$ cat src/rtl/branch_history_table_if.sv
// Fetch/execute connection bundle for the branch direction predictor.
// The pipeline side is the master; the predictor is the slave.
interface branch_history_table_if #(
    parameter int WIDTH      = 32,
    parameter int INDEX_BITS = 6
);
    logic [WIDTH-1:0]      PCF;
    logic                  PCSrcPredF;
    logic [INDEX_BITS-1:0] PHTIndexF;
    logic [INDEX_BITS-1:0] PHTIndexE;
    logic                  BranchOpE;
    logic                  PCSrcResE;

    modport master (
        output PCF,
        output PHTIndexE,
        output BranchOpE,
        output PCSrcResE,
        input  PCSrcPredF,
        input  PHTIndexF
    );

    modport slave (
        input  PCF,
        input  PHTIndexE,
        input  BranchOpE,
        input  PCSrcResE,
        output PCSrcPredF,
        output PHTIndexF
    );
endinterface

$ cat src/rtl/branch_history_table.sv
// Gshare-style direction predictor: 2-bit saturating counters indexed by PC slice XOR
// a non-speculative global history, with same-cycle bypass of the entry being updated.
module branch_history_table #(
    parameter int WIDTH      = 32,
    parameter int INDEX_BITS = 6,
    parameter int GHR_BITS   = 4
) (
    input logic                  clk,
    input logic                  reset,
    branch_history_table_if.slave bus
);
    localparam int ENTRIES = 1 << INDEX_BITS;

    logic [1:0]            r_pht [ENTRIES];
    logic [INDEX_BITS-1:0] w_ghr_ext;
    logic [INDEX_BITS-1:0] w_idx_f;
    logic [1:0]            w_cnt_e;
    logic [1:0]            w_cnt_upd;
    logic                  w_bypass;

    function automatic logic [1:0] sat_update(input logic [1:0] cnt, input logic taken);
        if (taken)
            return (cnt == 2'b11) ? 2'b11 : cnt + 2'b01;
        else
            return (cnt == 2'b00) ? 2'b00 : cnt - 2'b01;
    endfunction

    generate
        if (GHR_BITS == 0) begin : g_no_ghr
            assign w_ghr_ext = '0;
        end else begin : g_ghr
            logic [GHR_BITS-1:0] r_ghr;

            // History only advances on resolved branches, so flushes never need repair.
            if (GHR_BITS == 1) begin : g_ghr1
                always_ff @(posedge clk) begin
                    if (reset)
                        r_ghr <= '0;
                    else if (bus.BranchOpE)
                        r_ghr <= bus.PCSrcResE;
                end
            end else begin : g_ghrn
                always_ff @(posedge clk) begin
                    if (reset)
                        r_ghr <= '0;
                    else if (bus.BranchOpE)
                        r_ghr <= {r_ghr[GHR_BITS-2:0], bus.PCSrcResE};
                end
            end

            assign w_ghr_ext = INDEX_BITS'(r_ghr);
        end
    endgenerate

    assign w_idx_f   = bus.PCF[INDEX_BITS+1:2] ^ w_ghr_ext;
    assign w_cnt_e   = r_pht[bus.PHTIndexE];
    assign w_cnt_upd = sat_update(w_cnt_e, bus.PCSrcResE);

    // Fetch sees the value about to be written when it looks up the entry being trained.
    assign w_bypass       = bus.BranchOpE && (bus.PHTIndexE == w_idx_f);
    assign bus.PHTIndexF  = w_idx_f;
    assign bus.PCSrcPredF = w_bypass ? w_cnt_upd[1] : r_pht[w_idx_f][1];

    always_ff @(posedge clk) begin
        if (reset) begin
            for (int i = 0; i < ENTRIES; i++)
                r_pht[i] <= 2'b01;
        end else if (bus.BranchOpE) begin
            r_pht[bus.PHTIndexE] <= w_cnt_upd;
        end
    end
endmodule
$ cat src/flat_wrapper.sv
// flat-port wrapper written by rule: the top's interface ports become plain ports
module branch_history_table_flat 
#(
    parameter int WIDTH      = 32,
    parameter int INDEX_BITS = 6,
    parameter int GHR_BITS   = 4
)
  (clk, reset, bus_PCF, bus_PHTIndexE, bus_BranchOpE, bus_PCSrcResE, bus_PCSrcPredF, bus_PHTIndexF);
  branch_history_table_if #(.WIDTH(WIDTH), .INDEX_BITS(INDEX_BITS)) bus_i ();
  input logic clk;
  input logic reset;
  input wire logic [$bits(bus_i.PCF)-1:0] bus_PCF;
  input wire logic [$bits(bus_i.PHTIndexE)-1:0] bus_PHTIndexE;
  input wire logic [$bits(bus_i.BranchOpE)-1:0] bus_BranchOpE;
  input wire logic [$bits(bus_i.PCSrcResE)-1:0] bus_PCSrcResE;
  output wire logic [$bits(bus_i.PCSrcPredF)-1:0] bus_PCSrcPredF;
  output wire logic [$bits(bus_i.PHTIndexF)-1:0] bus_PHTIndexF;
  assign bus_i.PCF = bus_PCF;
  assign bus_i.PHTIndexE = bus_PHTIndexE;
  assign bus_i.BranchOpE = bus_BranchOpE;
  assign bus_i.PCSrcResE = bus_PCSrcResE;
  assign bus_PCSrcPredF = bus_i.PCSrcPredF;
  assign bus_PHTIndexF = bus_i.PHTIndexF;
  branch_history_table #(.WIDTH(WIDTH), .INDEX_BITS(INDEX_BITS), .GHR_BITS(GHR_BITS)) u_core (.clk(clk), .reset(reset), .bus(bus_i));
endmodule
$ cat config.mk
export PLATFORM = sky130hd
export DESIGN_NAME = branch_history_table_flat
export DESIGN_NICKNAME = d
export VERILOG_FILES = /design/src/rtl/branch_history_table_if.sv /design/src/rtl/branch_history_table.sv /design/src/flat_wrapper.sv
export SDC_FILE = /design/constraint.sdc
export NUM_CORES = 1
export LEC_CHECK = 0
export CAP_MARGIN = 20
export CORE_ASPECT_RATIO = 0.7
export CORE_MARGIN = 10
export CORE_UTILIZATION = 45
export CTS_CLUSTER_SIZE = 24
export DETAILED_ROUTE_END_ITERATION = 10
export GPL_TIMING_DRIVEN = 0
export HOLD_SLACK_MARGIN = 0.05
export PLACE_DENSITY = 0.69
export SYNTH_ARGS = -nofsm -noshare
export SYNTH_HDL_FRONTEND = slang
export SYNTH_SLANG_ARGS = --single-unit
$ cat constraint.sdc
create_clock -name clk -period 6.7 [get_ports clk]
set_input_delay 0.67 -clock clk [delete_from_list [all_inputs] [get_ports clk]]
set_output_delay 0.67 -clock clk [all_outputs]
set_load 0.01 [all_outputs]
== Word-level counts from Yosys, hierarchy flattened ==
Memories as Yosys holds them, arrays and structs flattened.
Index checks and enable logic that the tools add are counted.

* Bits in registers: 4
* Bits in latches: 0
* Memory bits (writable): 128
* Bits in read-only memories: 0
* Input bits: 42
* Output and inout port bits: 7
* Word-level logic and storage cells: 22
* Memories: 1

{| class="wikitable"
|+ Memories
! name !! words !! width !! rd ports !! clocked after memory_dff !! write ports !! RTL line !! text
|-
| u_core.r_pht || 64 || 2 || 2 || 0 || 64 || branch_history_table.sv:14 || <nowiki>logic [1:0] r_pht [ENTRIES];</nowiki>
|}

* $add $sub $neg: 2
* Multipliers: 0
* Div/mod/pow operators: 0
* Magnitude comparators: 0
* Equal/unequal tests: 2
* Shift-type cells: 0
* Multiplexer cells: 12
* Bitwise operators: 1
* Reductions and logical operators: 3

{| class="wikitable"
|+ Operator list
! cell !! count
|-
| $mux W2 || 4
|-
| $mux W1 || 7
|-
| $eq A6 B6 Y1 || 1
|-
| $mux W6 || 1
|-
| $xor A6 B4 Y6 || 1
|-
| $add A2 B1 Y2 const B || 1
|-
| $eq A2 B2 Y1 const B || 1
|-
| $logic_not A2 Y1 || 1
|-
| $reduce_or A2 Y1 || 1
|-
| $sub A2 B1 Y2 const B || 1
|-
| $logic_and A1 B1 Y1 || 1
|}

== Logic depth before layout (Yosys ltp) ==
Gate-level depths: netlist of the first run.

* Word-level depth: 5
* Mapped depth: 12
* Depth with buffers taken out: 8

== Least setup slack after synthesis of the first run ==
Ideal clock, no wire load.

* Kind: input -> output
* From: input port bus_PCF[2]
* To: output port bus_PCSrcPredF
* Data arrival time: 2.603 ns
* Required time: 6.030 ns
* Setup slack: 3.427 ns
* Stages on the path: 8
* Path buffers: 1
* Cells stage by stage: xor2_2 -> buf_4 -> mux4_2 -> a22oi_1 -> nand2_1 -> a211oi_1 -> a21o_1 -> mux2i_1

* Word-level cells in the longest chain between the ends: 4
* Elaborated cells on any way between the ends: 5
* Those cells by class: eq/ne: 1; mux: 1; bitwise: 1; reduce/logical: 1; memory: 1

{| class="wikitable"
|+ Ends and longest elaborated chain
! item !! RTL line !! text
|-
| start, declared || flat_wrapper.sv:12 || <nowiki>input wire logic [$bits(bus_i.PCF)-1:0] bus_PCF;</nowiki>
|-
| $xor A6 B4 Y6 (*) || branch_history_table.sv:55 || <nowiki>assign w_idx_f = bus.PCF[INDEX_BITS+1:2] ^ w_ghr_ext;</nowiki>
|-
| via bus_PHTIndexF[0] || flat_wrapper.sv:17 || <nowiki>output wire logic [$bits(bus_i.PHTIndexF)-1:0] bus_PHTIndexF;</nowiki>
|-
| parallel branches: the longest is 2 deep, another holds $mem_v2 Z64 W2 || n/a ||
|-
| $mux W1 (*) || branch_history_table.sv:62 || <nowiki>assign bus.PCSrcPredF = w_bypass ? w_cnt_upd[1] : r_pht[w_idx_f][1];</nowiki>
|-
| end, declared || flat_wrapper.sv:16 || <nowiki>output wire logic [$bits(bus_i.PCSrcPredF)-1:0] bus_PCSrcPredF;</nowiki>
|}

Mark *: on every way through the listed nets, which the timed path passes.

== Worst setup path after layout of the first run ==
* From: input port bus_PHTIndexE[2]
* To: output port bus_PCSrcPredF

* Word-level cells in the longest chain between the ends: 5
* Elaborated cells on any way between the ends: 11
* Those cells by class: add/sub: 2; eq/ne: 2; mux: 4; reduce/logical: 2; memory: 1

{| class="wikitable"
|+ Ends and longest elaborated chain
! item !! RTL line !! text
|-
| start, declared || flat_wrapper.sv:13 || <nowiki>input wire logic [$bits(bus_i.PHTIndexE)-1:0] bus_PHTIndexE;</nowiki>
|-
| $mem_v2 Z64 W2 || n/a ||
|-
| $sub A2 B1 Y2, or another cell as far along || branch_history_table.sv:25 || <nowiki>return (cnt == 2'b00) ? 2'b00 : cnt - 2'b01;</nowiki>
|-
| $mux W2, on equally long branches || branch_history_table.sv:25, branch_history_table.sv:23 ||
|-
| $mux W2 || branch_history_table.sv:22 || <nowiki>if (taken)</nowiki>
|-
| $mux W1 (*) || branch_history_table.sv:62 ||
|}

Mark *: on every way between the ends. The rest lies on a longest branch, timed or not.

==> qor.txt, run 1 <==
overall routing resource usage -> 21.7%
WL final -> 24300 um
Critical Path End Type -> output port
WP data arrival -> 4540 ps
number of synthesized flops with an enable pin -> 128
Max VDD drop -> 0.000170 V
CP startpoint kind -> input pin
DRT antenna net count -> 0
Seq/Total Area, Yosys -> 50.2%
CTS tree -> built
unique cell type count in the Yosys netlist -> 56
initial DRC count -> 891
placed insts -> 894
Initial Util -> 45.7%
worst skew pair latency -> 440 ps
chip height -> 130 um
post-synth design cell area -> 7820 um^2
antenna cells -> 0
Via density -> 6.40
initial antenna violation count -> 0
Max FO, Critical Path -> 10
Fillers -> 1486
Finish-stage setup viols -> 0
Leak -> 0.00287 uW
register area -> 3920 um^2
post-layout min period -> 5210 ps
worst relative slew slack -> 24.5%
area grow syn2layout -> 14.0%
Mapped Cells -> 640
Multi-input gate area -> 3410 um^2
drt pass-1 iters -> 6
# DRC -> 0
Clock Sinks -> 132
DP Area -> 8330 um^2
number of post-CTS setup repair buffers -> 0
CTS HTree Levels -> 4
CTS Hold Bufs -> 0
CTS resizes -> 0
Layout Nets -> 724
fin crit share -> 77.8%
Cell Rows -> 40
core area -> 17100 um^2
Synth Net Count -> 682
Place WS -> 1660 ps
fmax -> 192 MHz
RSZ-0062 raised after global routing -> no
Die X -> 178 um
Final HPWL DP -> 17400 um
Yosys top cell area share -> 49.1%
Final Non-Filler Cells -> 926
total gr overflow -> 0
die area -> 23100 um^2
deepest clock path buffer count -> 2
Avg Cell Area, Syn -> 12.2 um^2
most frequent cells in the layout -> edfxtp_1, nand2_1, nor2_1, nand3_1, nor3_2
Worst Path Required -> 6030 ps
largest cells by area after synthesis -> edfxtp_1, mux4_2, nor3_2, nand3_1, a21o_1
GPL Wtd Cong -> 0.995
Final Max Tran Viols -> 0
wire per inst -> 26.2 um
PnR worst setup slack -> 1490 ps
PortBufs -> 20
Max-Cap Viols -> 0
Synth Register Bits -> 132
Num CTS Buffers -> 17
share of flip-flops with an asynchronous set or reset -> 0%
Post-Layout Inst Area -> 8920 um^2
status -> finished clean
HP Class -> flip-flop to flip-flop
critical setup path kind -> input pin to output port
Ports -> 49
Root Driver -> clkbuf_16
leading cell type in the layout, fill and taps excluded -> edfxtp_1
clock transition at the registers of the reported paths -> 60 ps
layout cell share with drive strength beyond 1 -> 27.3%
Slew @ Worst Pin -> 1130 ps
global-route wire length before repair -> 36400 um
Top FF cell, synth -> edfxtp_1
largest net degree at the start of global routing -> 17
routed vias -> 5926
number of global-route vias before repair -> 5730
Power Density -> 252 nW/um^2
total negative setup slack -> 0 ps
Hold Vio Cnt, Final -> 0
Yosys Warn Count -> 0
Layout Skew -> 7.13 ps
leading area contributor after synthesis -> edfxtp_1
==> cell type report <==
type / count / share of cell area, %
sequential: 132 / 44.0
multi-input combinational: 442 / 38.3
buffer: 59 / 5.16
clock buffer: 17 / 4.77
tap: 231 / 3.24
timing repair buffer: 23 / 2.48
clock inverter: 15 / 1.75
inverter: 7 / 0.295
==> where the power goes <==
group	switching (uW)	leakage, uW	internal, uW
combinational	228	0.00142	149
clock	387	0.000272	549
sequential	11.4	0.00118	923
==> cell families (layout without fill, tap and decap cells) <==
family / after synthesis / in the layout / synth area share (%)
adders and majority gates: 2 / 2 / 0.288
DFF: 132 / 132 / 50.2
AOI/OAI and AO/OA: 89 / 89 / 8.30
buffers and inverters: 66 / 121 / 6.22
xor gates and xnor gates: 10 / 10 / 1.22
muxes: 57 / 57 / 12.4
and+or+nand+nor: 284 / 284 / 21.4
==> flip-flops by register name, indices dropped and copies added (netlist names) <==
register	count
u_core.r_pht	128
u_core.g_ghr.r_ghr	4
==> stage by stage <==
stage / util [%] / hold slack (ps) / total power [uW]
after floorplan: - / 482 / 1200
after global placement: 48.6 / 497 / 1310
after detailed placement: 48.7 / 526 / 1320
after CTS: 52.1 / 542 / 2240
after global routing: 52.1 / 576 / 2310
final: 52.1 / 542 / 2250
==> metal layers <==
layer | part of all wire (%) | up-vias | global-route usage [%]
li1 | - | 2504 | -
met1 | 42 | 2930 | 30.7
met2 | 42 | 441 | 29.9
met3 | 15 | 51 | 7.74
met4 | 2.1 | 0 | 7.33
met5 | 0 | - | 0
==> synthesized netlist by cell type (all sizes together) (5+ instances only) <==
master / instances
inv: 7
buf: 35
a21oi: 8
mux2: 9
nand2b: 13
a221o: 5
nand3: 55
a21o: 33
nand2: 56
o21ai: 10
nor2: 51
xnor2: 8
clkbuf: 24
or2: 24
nor3: 60
mux4: 30
a22oi: 14
mux2i: 18
nand3b: 5
and2: 5
edfxtp: 128
==> final timing paths <==
check | slack [ps] | from | endpoint | depth (start not counted)
worst max-delay path | 1490 | bus_PHTIndexE[2] | bus_PCSrcPredF | 11
worst min-delay path | 540 | u_core.g_ghr.r_ghr[3] | u_core.g_ghr.r_ghr[3] | 2
worst max register to register | 3770 | u_core.r_pht[46][1] | u_core.r_pht[22][0] | 9
worst min register to register | 540 | u_core.g_ghr.r_ghr[3] | u_core.g_ghr.r_ghr[3] | 2
==> critical path, cell delays in order <==
cell and delay [ps]:
clkdlybuf4s50_1 590, buf_2 330, buf_4 280, clkbuf_1 530, o21ai_0 250, a21oi_1 330, nor4_4 110, maj3_2 340
buf_8 170, mux2i_1 310, clkdlybuf4s50_1 610
(Power assumes the default switching activity.)
==> inputs of run 2 (changes only) <==
PLACE_DENSITY = 0.72   (was 0.69)
clock period = 4.3 ns   (was 6.7 ns; I/O delays follow)
==> run 2 against run 1 <==
First-iteration DRC count up 6.7%. Setup slack got worse by 1200 ps. Clock skew rose by 1.2 ps. Sequential cell count unchanged. Total power up 56%. Global-route usage is 0.39 points lower. Core utilization up 0.35 points. Critical path type unchanged.
==> qor.txt, run 2 (synthesis results as in run 1) <==
status -> finished clean (unchanged)
RSZ-0062 raised after global routing -> no (unchanged)
initial DRC count -> 951 (was 891)
HP Class -> input pin to flip-flop (was flip-flop to flip-flop)
Power Density -> 390 nW/um^2 (was 252 nW/um^2)
Fillers -> 1475 (was 1486)
most frequent cells in the layout -> edfxtp_1, nand2_1, nand3_1 (was edfxtp_1, nand2_1, nor2_1, nand3_1, nor3_2)
slowest stage delay, CP -> 540 ps (was 610 ps)
CTS tree -> built (unchanged)
R2R setup slack -> 1500 ps (was 3770 ps)
Post-Layout Inst Area -> 8980 um^2 (was 8920 um^2)
Largest regs -> u_core.r_pht: 128 flops, u_core.g_ghr.r_ghr: 4 flops (unchanged)
Num CTS Buffers -> 17 (unchanged)
global-route wire length before repair -> 35900 um (was 36400 um)
WL final -> 24200 um (was 24300 um)
fin crit share -> 93.1%
fmax -> 250 MHz
deepest clock path buffer count -> 2 (unchanged)
largest net degree at the start of global routing -> 17 (unchanged)
Slowest-stage cell, CP -> clkdlybuf4s50_1 (unchanged)
GPL Wtd Cong -> 1.00 (was 0.995)
Layout Skew -> 8.34 ps (was 7.13 ps)
DRT antenna net count -> 0 (unchanged)
# DRC -> 0 (unchanged)
total power -> 3500 uW (was 2250 uW)
core area -> 17100 um^2 (unchanged)
Slew @ Worst Pin -> 1130 ps (about the same)
register area -> 3920 um^2 (unchanged)
CTS HTree Levels -> 4 (unchanged)
number of global-route vias before repair -> 5817 (was 5730)
CP startpoint kind -> input pin (unchanged)
total gr overflow -> 0 (unchanged)
Hold Vio Cnt, Final -> 0 (unchanged)
initial antenna violation count -> 0 (unchanged)
worst skew pair latency -> 430 ps (was 440 ps)
Finish-stage setup viols -> 0 (unchanged)
overall routing resource usage -> 21.3% (was 21.7%)
Max-Cap Viols -> 0 (unchanged)
Leak -> 0.00292 uW (was 0.00287 uW)
PortBufs -> 20 (unchanged)
R2R depth -> 9 (unchanged)
Cell Rows -> 40 (unchanged)
Via density -> 6.54 (was 6.40)
die area -> 23100 um^2 (unchanged)
max reg flops -> 128 (unchanged)
wire per inst -> 26.2 um (about the same)
Max FO, Critical Path -> 10 (unchanged)
CP dominant cell by count -> buf_6 (was clkdlybuf4s50_1)
CTS Hold Bufs -> 0 (unchanged)
Max VDD drop -> 0.000237 V (was 0.000170 V)
Worst Hold Depth -> 3 (was 2)
DP Area -> 8330 um^2 (about the same)
Largest Register -> u_core.r_pht (unchanged)
Initial Util -> 45.7% (unchanged)
Root Driver -> clkbuf_16 (unchanged)
routed vias -> 6067 (was 5926)
Critical Path End Type -> output port (unchanged)
WP data arrival -> 3570 ps (was 4540 ps)
post-layout min period -> 4000 ps
worst-path cell chain -> clkdlybuf4s50_1 -> buf_6 -> buf_6 -> nand2_1 -> mux4_2 -> a21oi_1 -> nor3_1 -> and4b_1 -> maj3_2 -> buf_8 -> mux2i_1 -> dlymetal6s2s_1 (was clkdlybuf4s50_1 -> buf_2 -> buf_4 -> clkbuf_1 -> o21ai_0 -> a21oi_1 -> nor4_4 -> maj3_2 -> buf_8 -> mux2i_1 -> clkdlybuf4s50_1)
clock transition at the registers of the reported paths -> 50 ps (was 60 ps)
Final Max Tran Viols -> 0 (unchanged)
Final HPWL DP -> 17300 um (was 17400 um)
layout cell share with drive strength beyond 1 -> 28.1% (was 27.3%)
leading cell type in the layout, fill and taps excluded -> edfxtp_1 (unchanged)
Die X -> 178 um (unchanged)
Clock Sinks -> 132 (unchanged)
Multi-input gate area -> 3450 um^2 (was 3410 um^2)
drt pass-1 iters -> 7 (was 6)
Worst Path Required -> 3870 ps (was 6030 ps)
Layout Nets -> 725 (was 724)
Ports -> 49 (unchanged)
chip height -> 130 um (unchanged)
area grow syn2layout -> 14.7% (was 14.0%)
critical setup path kind -> input pin to output port (unchanged)
worst relative slew slack -> 24.6% (was 24.5%)
-- run 2: changes by cell type in the layout (fill, tap and decap cells not counted), sizes merged --
cell	delta
bufinv	+1
clkinvlp	-4
diode	+1
clkbuf	+1
clkdlybuf4s50	-1
clkinv	+4
inv	-4
buf	+2
dlymetal6s2s	+1
-- run 2: layer usage --
layer	vias up	share of wire, %	global-route usage [%]
met5	-	0	0
met4	0	2.1	6.11
met3	53	16	9.27
met2	492	42	30.5
met1	3007	40	28.6
li1	2515	-	-
-- run 2: path summary, 6_finish.rpt --
kind | from | end
hold / removal | bus_BranchOpE | u_core.g_ghr.r_ghr[3]
setup reg to reg | u_core.r_pht[11][1] | u_core.r_pht[23][0]
hold reg to reg | u_core.g_ghr.r_ghr[3] | u_core.g_ghr.r_ghr[3]
setup / recovery | bus_PHTIndexE[0] | bus_PCSrcPredF
-- run 2: where the power goes --
part / switching [uW] / internal (uW) / total (uW) / leakage, uW
Clock: 546 / 898 / 1440 / 0.000281
Combinational: 359 / 238 / 597 / 0.00145
Sequential: 19.0 / 1440 / 1460 / 0.00118
Total: 924 / 2570 / 3500 / 0.00292
-- run 2: layout make-up --
cell class	count	share of cell area, %
repair buffers	26	2.80
flip-flops and latches	132	43.7
multi-input cells	442	38.5
well taps	231	3.22
plain buffers	57	5.09
clock buffers	19	4.82
clock inverters	12	1.55
inverters	7	0.293
diodes	1	0.0279
-- run 2: per-stage QoR --
stage          TNS, ps  setup WS, ps  hold WS [ps]  utilization, %  std cells
2_1_floorplan        0          1510           482               -        640
3_3_place_gp      -469          -469           499            48.6        891
4_1_cts              0          1.61           458            52.2        922
5_1_grt              0           253           482            52.4        926
6_report             0           298           463            52.4        927
3_5_place_dp      -298          -298           514            48.7        893
-- run 2: timing repair --
action                                 in CTS  in global routing
resized for setup                           8                  4
endpoints found under the hold margin       0                  0
setup buffers                               0                  4
setup endpoints to repair                   1                  1
-- run 2: critical path, delay by kind of cell --
kind	cells	cell delay, ps
buf+inv	5	1350
mux	2	750
simple gates	3	440
fa+ha+maj	1	330
compound gates	1	250
